<file path="config.mk">
export PLATFORM = sky130hd
export DESIGN_NAME = clk_div_monitor
export DESIGN_NICKNAME = d
export VERILOG_FILES = /design/src/rtl/clk_div_monitor.sv
export SDC_FILE = /design/constraint.sdc
export NUM_CORES = 1
export LEC_CHECK = 0
export ABC_CLOCK_PERIOD_IN_PS = 4700
export CAP_MARGIN = 0
export CELL_PAD_IN_SITES_DETAIL_PLACEMENT = 1
export CELL_PAD_IN_SITES_GLOBAL_PLACEMENT = 2
export CORE_ASPECT_RATIO = 0.5
export CORE_UTILIZATION = 35
export CTS_BUF_LIST = sky130_fd_sc_hd__clkbuf_16
export DETAILED_ROUTE_END_ITERATION = 7
export PLACE_DENSITY_LB_ADDON = 0.1
export SLEW_MARGIN = 30
export SYNTH_ARGS = -nofsm -noshare
export SYNTH_HDL_FRONTEND = slang
export SYNTH_SLANG_ARGS = --single-unit
</file>
<file path="constraint.sdc">
create_clock -name clk -period 4.7 [get_ports clk]
set_clock_uncertainty 0.15 [all_clocks]
set_input_delay 0.705 -clock clk [delete_from_list [all_inputs] [get_ports clk]]
set_output_delay 0.705 -clock clk [all_outputs]
set_load 0.02 [all_outputs]
</file>
<file path="src/rtl/clk_div_monitor.sv">
// clk_div_monitor
//
// Sink-side checker for a divided clock. clk_in is sampled as ordinary synchronous data in the
// clk domain. The block measures the high phase, the low phase and the full period of clk_in.
// It declares lock after LOCK_CNT consecutive periods equal to EXP_DIV, and it flags a stall
// when clk_in shows no edge for TIMEOUT cycles.
//
// Ports:
//   clk          in   fast reference clock, rising edge
//   reset        in   synchronous active-high reset
//   clk_in       in   divided clock under test (synchronous to clk)
//   high_len     out  last measured high phase, cycles        [CNT_W-1:0]
//   low_len      out  last measured low phase, cycles         [CNT_W-1:0]
//   period       out  last measured period (high + low)       [CNT_W:0]
//   period_valid out  one-cycle pulse when period updates
//   locked       out  level, lock currently held
//   err          out  one-cycle pulse on a period != EXP_DIV
//   stall        out  level, no clk_in edge for TIMEOUT cycles
module clk_div_monitor #(
  parameter int unsigned CNT_W    = 8,
  parameter int unsigned EXP_DIV  = 6,
  parameter int unsigned LOCK_CNT = 4,
  parameter int unsigned TIMEOUT  = 32
) (
  input  logic             clk,
  input  logic             reset,
  input  logic             clk_in,
  output logic [CNT_W-1:0] high_len,
  output logic [CNT_W-1:0] low_len,
  output logic [CNT_W:0]   period,
  output logic             period_valid,
  output logic             locked,
  output logic             err,
  output logic             stall
);

  localparam int unsigned PerW = CNT_W + 1;
  localparam logic [PerW-1:0]  ExpDivW  = PerW'(EXP_DIV);
  localparam logic [CNT_W-1:0] TimeoutW = CNT_W'(TIMEOUT);
  localparam logic [3:0]       LockW    = 4'(LOCK_CNT);

  typedef enum logic [1:0] {
    StIdle,
    StMeasH,
    StMeasL
  } state_e;

  state_e           state_q, state_d;
  logic             prev_q, prev_d;
  logic             primed_q, primed_d;
  logic [CNT_W-1:0] ph_cnt_q, ph_cnt_d;
  logic [CNT_W-1:0] high_len_q, high_len_d;
  logic [CNT_W-1:0] low_len_q, low_len_d;
  logic [PerW-1:0]  period_q, period_d;
  logic             period_valid_q, period_valid_d;
  logic             locked_q, locked_d;
  logic             err_q, err_d;
  logic             stall_q, stall_d;
  logic [3:0]       match_q, match_d;

  logic             rise, fall, edge_seen, timeout_hit;
  logic [PerW-1:0]  new_period;
  logic [3:0]       match_inc;

  // No edge is reported until prev holds a real sample of clk_in.
  assign rise      = primed_q & clk_in & ~prev_q;
  assign fall      = primed_q & ~clk_in & prev_q;
  assign edge_seen = rise | fall;

  // An edge in the same cycle as the timeout wins.
  assign timeout_hit = (ph_cnt_q == TimeoutW) && !edge_seen;

  // On a rise in MEAS_L, ph_cnt_q holds the completed low phase length.
  assign new_period = {1'b0, high_len_q} + {1'b0, ph_cnt_q};
  assign match_inc  = (match_q == LockW) ? match_q : match_q + 4'd1;

  always_comb begin
    state_d        = state_q;
    prev_d         = clk_in;
    primed_d       = 1'b1;
    high_len_d     = high_len_q;
    low_len_d      = low_len_q;
    period_d       = period_q;
    period_valid_d = 1'b0;
    locked_d       = locked_q;
    err_d          = 1'b0;
    stall_d        = stall_q;
    match_d        = match_q;

    // Phase counter restarts at 1 on the first sample of a new level and saturates.
    if (edge_seen) begin
      ph_cnt_d = CNT_W'(1);
    end else if (ph_cnt_q != TimeoutW) begin
      ph_cnt_d = ph_cnt_q + CNT_W'(1);
    end else begin
      ph_cnt_d = ph_cnt_q;
    end

    if (timeout_hit) begin
      stall_d  = 1'b1;
      locked_d = 1'b0;
      match_d  = 4'd0;
      state_d  = StIdle;
    end else begin
      if (rise) begin
        stall_d = 1'b0;
      end
      unique case (state_q)
        StIdle: begin
          if (rise) begin
            state_d = StMeasH;
          end
        end
        StMeasH: begin
          if (fall) begin
            high_len_d = ph_cnt_q;
            state_d    = StMeasL;
          end
        end
        StMeasL: begin
          if (rise) begin
            low_len_d      = ph_cnt_q;
            period_d       = new_period;
            period_valid_d = 1'b1;
            state_d        = StMeasH;
            if (new_period == ExpDivW) begin
              match_d = match_inc;
              if (match_inc == LockW) begin
                locked_d = 1'b1;
              end
            end else begin
              match_d  = 4'd0;
              locked_d = 1'b0;
              err_d    = 1'b1;
            end
          end
        end
        default: begin
          state_d = StIdle;
        end
      endcase
    end
  end

  always_ff @(posedge clk) begin
    if (reset) begin
      state_q        <= StIdle;
      prev_q         <= 1'b0;
      primed_q       <= 1'b0;
      ph_cnt_q       <= '0;
      high_len_q     <= '0;
      low_len_q      <= '0;
      period_q       <= '0;
      period_valid_q <= 1'b0;
      locked_q       <= 1'b0;
      err_q          <= 1'b0;
      stall_q        <= 1'b0;
      match_q        <= 4'd0;
    end else begin
      state_q        <= state_d;
      prev_q         <= prev_d;
      primed_q       <= primed_d;
      ph_cnt_q       <= ph_cnt_d;
      high_len_q     <= high_len_d;
      low_len_q      <= low_len_d;
      period_q       <= period_d;
      period_valid_q <= period_valid_d;
      locked_q       <= locked_d;
      err_q          <= err_d;
      stall_q        <= stall_d;
      match_q        <= match_d;
    end
  end

  assign high_len     = high_len_q;
  assign low_len      = low_len_q;
  assign period       = period_q;
  assign period_valid = period_valid_q;
  assign locked       = locked_q;
  assign err          = err_q;
  assign stall        = stall_q;

endmodule

</file>
Word level (Yosys, flattened, before mapping) --
Index checks and enable logic that the tools add are counted.
Storage, ports and cells: input bits 3, word-level logic and storage cells 65, output and inout bits 29, register bits after elaboration 45
Operators by class: reductions and logical operators 15, add/subtract/negate cells 3, eq/ne operators 10, bitwise gates (word level) 10, muxes and demuxes 14
Operators with widths (number):
- adder 8 x 8 -> 9 bit | 1
- equality test 9 x 3 -> 1 bit (second input constant) | 1
- 2-to-1 mux 1 bit | 9
- AND reduction 3 bit | 3
- adder 8 x 1 -> 8 bit (second input constant) | 1
- equality test 4 x 3 -> 1 bit (second input constant) | 2
- equality test 8 x 6 -> 1 bit (second input constant) | 1
- 2-to-1 mux 4 bit | 2
- != test 8 x 6 -> 1 bit (second input constant) | 1
- OR reduction 2 bit | 3
- NOT 1 bit | 5
- adder 4 x 1 -> 4 bit (second input constant) | 1
- bitwise AND 1 bit | 4
- 2-to-1 mux 2 bit | 2
- != test 2 x 1 -> 1 bit (second input constant) | 2
- one-hot mux 2 bit (2 select lines) | 1
- AND reduction 2 bit | 2
- nonzero test 2 bit | 2
- OR reduction 4 bit | 1
- OR reduction 3 bit | 1
- equality test 2 x 1 -> 1 bit (second input constant) | 1
- equality test 2 bit (second input constant) | 1
- logical NOT 2 bit | 1
- != test 2 bit (second input constant) | 1
- other kinds (3) | 3

Logic depth before layout (Yosys ltp) --
Gate-level depths: netlist (run 1).
depth after elaboration 8, mapped depth 8, depth with buffers taken out 8

Worst setup path after synthesis (run 1) --
No wires, ideal clock.
kind reg-to-reg, start register high_len_q[0] (netlist: high_len[0]), end register match_q[2], cell stages (with the launch flop) 9, path slack 2.177 ns, path buffers 0, required time 4.471 ns, arrival time 2.294 ns, period minus slack after synthesis 2.523 ns, cells stage by stage dfxtp_1 > ha_1 > fa_1 > a21o_1 > a221oi_4 > mux2i_1 > a211oi_4 > o211ai_1 > a211oi_2
Between the ends: word-level cells in the longest chain between the ends 3
Ends and longest elaborated chain:
- from (decl) | RTL line 52 | logic [CNT_W-1:0] high_len_q, high_len_d;
- from (signal assigned) | RTL line 164 | high_len_q <= high_len_d;
- adder 8 x 8 -> 9 bit | RTL line 74 | assign new_period = {1'b0, high_len_q} + {1'b0, ph_cnt_q};
- equality test 9 x 3 -> 1 bit | RTL line 126 | if (new_period == ExpDivW) begin
- 2-to-1 mux 4 bit | RTL line 126
- to (signal assigned) | RTL line 171 | match_q <= match_d;
- to (decl) | RTL line 59 | logic [3:0] match_q, match_d;
Every way passes these cells. A chain may end at the register's enable or synchronous reset.

Final worst setup path (run 1) --
start register ph_cnt_q[0], end register match_q[2]
Between the ends: word-level cells in the longest chain between the ends 3
Ends and longest elaborated chain:
- from (decl) | RTL line 51 | logic [CNT_W-1:0] ph_cnt_q, ph_cnt_d;
- from (signal assigned) | RTL line 163 | ph_cnt_q <= ph_cnt_d;
- adder 8 x 8 -> 9 bit or equality test 8 x 6 -> 1 bit (tied branches) | RTL line 74, 71
- equality test 9 x 3 -> 1 bit or logical AND 1 bit (tied branches) | RTL line 126, 71
- 2-to-1 mux 4 bit or OR reduction 2 bit (tied branches)
Several ways; a longest one is shown, not always the timed one.

==> results of run 1 <==
-- critical path, stage by stage, from the launching register on --
cell	delay [ps]
dfxtp_1	380
ha_1	260
fa_1	450
a21o_1	220
a221oi_4	300
mux2i_1	180
a211oi_4	340
o211ai_1	160
a211oi_2	220
-- final cells by class --
type                            count  area [um2]
Fill cell                         718        3330
Multi-Input combinational cell    191        1240
Sequential cell                    45         901
Timing Repair Buffer               32         313
Clock buffer                        5         125
Tap cell                           88         110
Clock inverter                      2        35.0
Inverter                            8        30.0
-- where the power goes --
part,internal (mW),switching [mW],total (mW)
Clock,0.247,0.147,0.393
Combinational,0.0118,0.0200,0.0318
Sequential,0.385,0.00723,0.393
-- sequential cells by signal, summed over array words and instances (netlist names), 2 cells and up --
name	cells
period	9
high_len	8
low_len	8
ph_cnt_q	8
match_q	4
state_q	2
-- cells by family (layout without fill, tap and decap cells) --
kind of cell,after synthesis,in the layout
simple gates,100,100
compound gates,58,58
flops,45,45
buf+inv,18,47
fa+ha+maj,13,13
xor+xnor,10,10
mux,10,10
-- layout by cell type (no fill, tap or decap), types with 5 or more instances in the layout --
cell type / instances
clkdlybuf4s50_1: 30
nor2_1: 25
inv_1: 8
nor3_1: 5
ha_1: 12
and3_1: 5
mux2i_1: 10
nand3_1: 9
clkbuf_16: 5
nand2_1: 37
xnor2_1: 6
nor2b_1: 6
a21oi_1: 25
dfxtp_1: 45
-- how the worst max path moves through the flow --
stage,endpoint,from,depth (start not counted),slack [ps]
after floorplan,match_q[2],high_len[0],8,2180
after global placement,match_q[3],clk_in,7,1760
after detailed placement,match_q[3],clk_in,7,1700
after CTS,match_q[2],ph_cnt_q[0],8,1960
after global routing,match_q[0],ph_cnt_q[0],8,1820
final,match_q[2],ph_cnt_q[0],8,1970
-- metal layers --
layer  up-vias  share of wire (%)  wire length, um
met5         -                  0                0
li1        945                  -                -
met1       896                 55             3090
met3         6                2.9              162
met2        21                 42             2350
met4         0               0.88               50
-- per-stage QoR --
stage / power, mW / cell area [um2] / hold slack [ps] / util [%]
6_report: 0.818 / 2750 / 305 / 45.2
5_1_grt: 0.848 / 2750 / 324 / 45.2
4_1_cts: 0.826 / 2750 / 310 / 45.2
3_5_place_dp: 0.433 / 2590 / 302 / 42.6
3_3_place_gp: 0.433 / 2590 / 296 / 42.7
2_1_floorplan: 0.421 / 2210 / 330 / -
==> out/metrics.yaml, run 1 <==
ys_async_sr_fraction_pct: 0
synth-xor-area-share_pct: 3.97
gr-usage-all-layers_pct: 18.9
period_share_pct: 58.0
synth_top_family_by_area: "simple AND/OR/NAND/NOR gates"
r2r_start: "ph_cnt_q[0]"
synth_adder_area_share_pct: 7.71
hold_violations: 0
antenna_found_initial: 0
grt_pass1_wl_um: 9500
ctsHoldBuffers: 0
drive_above_1_share_pct: 6.01
end_kind: "register"
required_ps: 4760
clock_latency_ps: 290
synthTopCellsByCount: "45 x dfxtp_1, 37 x nand2_1, 25 x a21oi_1, 25 x nor2_1, 12 x ha_1"
rows: 20
place.gp.congestion: 0.778
grt_pass1_vias: 1949
reg2reg_to: "match_q[2]"
wl_per_cell_um: 15.2
tightestPinTransition_ps: 899
rsz0062_at_grt: "no"
vias: 1868
ant_nets: 0
die_x_um: 114
synth_edf_count: 0
clkSlewWorstSetupHoldPaths_ps: 60
min_period_ps: 2730
synth-compound-area-share_pct: 18.5
busiest_layer: "met2"
dp_slack_ps: 1700
path_max_fanout: 6
layout.cells.non_filler: 371
crit_path_start_kind: "register"
grt.met3_usage_pct: 4.50
status: "completed"
finalWorstSetupSlack_ps: 1970
cts_htree_levels: 2
maxCapViolations: 0
hold_class: "register to register"
finalMaxSlewViolations: 0
cts_root_buffer: "clkbuf_16"
arrival_ps: 2790
die_h_um: 58.1
synth-seq-cells: 45
drc_errors: 0
yosysWarnings: 0
clock_sink_count: 45
start_util_pct: 36.3
via_per_inst: 5.04
use_met2_pct: 28.3
cts_buffers: 5
r2r_setup_slack_ps: 1970
rr_worst_depth: 8
syn_avg_cell_area_um2: 8.68
syn_nets: 270
cts_tree: "yes"
netlist_area_um2: 2210
synth.distinct_cells: 46
synth_cells: 254
coreArea_um2: 6080
dr.first_iter.drc_count: 101
cts_setup_buffers: 0
vdd.ir_drop.worst_mv: 0.116
synth_area_leaders: "dfxtp_1 41%, ha_1 6.8%, nand2_1 6.3%"
area_delta_synth_final_pct: 24.7
final_nets: 299
yosysSeqAreaShare_pct: 40.8
grt_max_degree: 29
die_area_um2: 6640
dp_cells: 364
dp_hpwl_um: 4190
ioPinCount: 32
fin_setup_tns_ps: 0
synth_top_area_cell: "dfxtp_1"
p_per_area_nw_per_um2: 297
synth.area.mux_share_pct: 4.54
synth_top_area_share_pct: 40.8
grt_overflow: 0
antenna_cells: 0
wirelength_um: 5650
yosysMostFrequentCell: "dfxtp_1"
cts_resized: 0
slew-limit-headroom_pct: 40.1
clockBufferDepth: 2
min_path_cells: 2
worstHoldEndpoint: "low_len[0]"
io_buffers: 31
synthFlopType: "dfxtp_1"
yosys.area_share.simple_pct: 21.3
leakagePower_nw: 1.00
crit_type: "register to register"
grtUsageMet1_pct: 27.0
min-delay-start: "low_len[0]"
finalSetupViolCount: 0
first_pass_iters: 4
fmax_ghz: 0.367
Note: power is estimated with default switching activity, not from simulation.
==> run 2: changes to the inputs <==
- ABC_CLOCK_PERIOD_IN_PS: 4700 -> 2200
- CORE_UTILIZATION: 35 -> 29
- clock period: 4.7 -> 2.2 ns (I/O delays scaled with it)
==> run 2 against run 1 <==
Net effect: the flow now finishes with violations (DRC, setup timing); hold slack got worse by 0.79 ps; power increased by 100%; global-route usage decreased by 2.1 points; register-to-register slack got worse by 2200 ps; die area increased by 20%; combinational power increased to 2.9 times the previous value; cell area increased by 14%; sequential share of layout area decreased by 3.8 points; wire length increased by 12%; clock-buffer cell count unchanged; first-iteration DRC count decreased by 51%; fmax increased by 11%; largest power group unchanged.
==> out/metrics.yaml, run 2 (synthesized netlist as in run 1, its figures left out) <==
status: "finished with violations"
violations: "DRC, setup timing"
final_nets: 334  # +12%
grt_pass1_wl_um: 10400  # +9.0%
final_common_cell: "dfxtp_1"
use_met2_pct: 26.7  # -1.6 points
coreArea_um2: 7350  # +21%
period_share_pct: 111  # +53 points
busiest_layer: "met2"
tightestPinTransition_ps: 405  # -493 ps
finalMaxSlewViolations: 0  # unchanged
slew-limit-headroom_pct: 72.7  # +33 points
finalWorstSetupSlack_ps: -248  # -2220 ps
grt.met3_usage_pct: 4.50  # +0.0051 points
dp_hpwl_um: 4720  # +13%
clockBufferDepth: 2  # unchanged
ioPinCount: 32  # unchanged
dr.first_iter.drc_count: 49  # -51%
via_per_inst: 4.83  # -4.0%
p_total_mw: 1.65  # +100%
antenna_cells: 0  # unchanged
area_delta_synth_final_pct: 41.6
antenna_found_initial: 0  # unchanged
cts_root_buffer: "clkbuf_16"
io_buffers: 31  # unchanged
cts_htree_levels: 2  # unchanged
wirelength_um: 6330  # +12%
grt_overflow: 0  # unchanged
rsz0062_at_grt: "yes"
arrival_ps: 2510  # -280 ps
multi_input_comb_area_um2: 1330  # +7.3%
hold_class: "register to register"
rows: 22  # +10%
leakagePower_nw: 1.19  # +18%
fmax_ghz: 0.408  # +11%
ctsHoldBuffers: 0  # unchanged
hold_violations: 0  # unchanged
first_pass_iters: 6  # +2
design_area_um2: 3120  # +14%
crit_path_start_kind: "register"
cts_buffers: 5  # unchanged
wl_per_cell_um: 15.3  # +0.15%
min_period_ps: 2450  # -280 ps
path_max_fanout: 5  # -1
die_h_um: 63.7  # +9.5%
clock_latency_ps: 290  # about the same
dp_slack_ps: -256  # -1960 ps
required_ps: 2260  # -2500 ps
place.gp.congestion: 0.808  # +3.9%
largest_reg_flops: 9  # unchanged
cp_cell_sequence: "ha_4 -> fa_2 -> a21o_1 -> a221oi_4 -> mux2i_2 -> a211oi_4 -> o211ai_1 -> a211oi_2"
fin_setup_tns_ps: -1350  # -1350 ps
grtUsageMet1_pct: 22.9  # -4.1 points
die_x_um: 125  # +9.7%
critPathSlowestCell: "fa_2"
p_per_area_nw_per_um2: 527  # +77%
placed_cell_area_um2: 2900  # +12%
gr-usage-all-layers_pct: 16.8  # -2.1 points
end_kind: "register"
start_util_pct: 30.0  # -6.3 points
finalSetupViolCount: 6  # +6
vias: 2005  # +7.3%
grt_max_degree: 28  # -3.4%
clock_sink_count: 45  # unchanged
clkSlewWorstSetupHoldPaths_ps: 60  # about the same
slowest_delay_ps: 380  # -70 ps
grt_pass1_vias: 2077  # +6.6%
ff_latch_area_um2: 906  # +0.56%
maxCapViolations: 0  # unchanged
cts_tree: "yes"
die_area_um2: 7980  # +20%
crit_type: "register to register"
drive_above_1_share_pct: 20.4  # +14 points
final_cell_mix: "43 x dfxtp_1, 37 x nand2_1, 34 x buf_4"
vdd.ir_drop.worst_mv: 0.237  # +110%
drc_errors: 3  # +3
nFillCells: 867  # +21%
ant_nets: 0  # unchanged
-- run 2: cell count changes in the layout (fill, tap and decap cells not counted), sizes merged --
cell,previous run,this run
buf,2,36
bufinv,1,0
clkdlybuf4s50,30,31
inv,8,10
-- run 2: power by group --
group	switching [mW]	internal, mW
sequential	0.00863	0.823
combinational	0.0557	0.0375
clock	0.312	0.409
total	0.376	1.27
-- run 2: final cells by class --
class	instances	area share, %
clock inverters	3	0.360
inverters	8	0.961
flip-flops and latches	45	29.0
multi-input cells	191	42.5
repair buffers	67	19.4
well taps	96	3.84
clock buffers	5	4.00
-- run 2: routing by layer --
layer | share of wire, % | vias up
met2 | 44 | 17
met1 | 53 | 965
met3 | 2.3 | 5
li1 | - | 1018
met5 | 0 | -
met4 | 0.54 | 0
-- run 2: through the flow --
stage	instances	util, %	hold WS, ps
final	415	42.5	304
after floorplan	254	-	308
after CTS	413	41.4	305
after detailed placement	405	39.5	297
after global routing	415	42.5	324
after global placement	405	39.5	295
-- run 2: path summary, 6_finish.rpt --
path         cells past startpoint    endpoint         from  slack, ps
min reg2reg                      2  low_len[2]   low_len[2]        300
max                              8  match_q[2]  high_len[0]       -250
max reg2reg                      8  match_q[2]  high_len[0]       -250
min                              2  low_len[2]   low_len[2]        300
-- run 2: timing repair --
action,4_1_cts,5_1_grt
pin swaps,1,11
setup endpoints to repair,7,8
gates resized for setup,2,13
buffers inserted,0,2
cloned,0,0
-- run 2: critical path, delay by kind of cell (launching register included) --
family          cells  cell delay [ps]
flops               1              350
fa+ha+maj           2              540
mux                 1              130
compound gates      5             1190
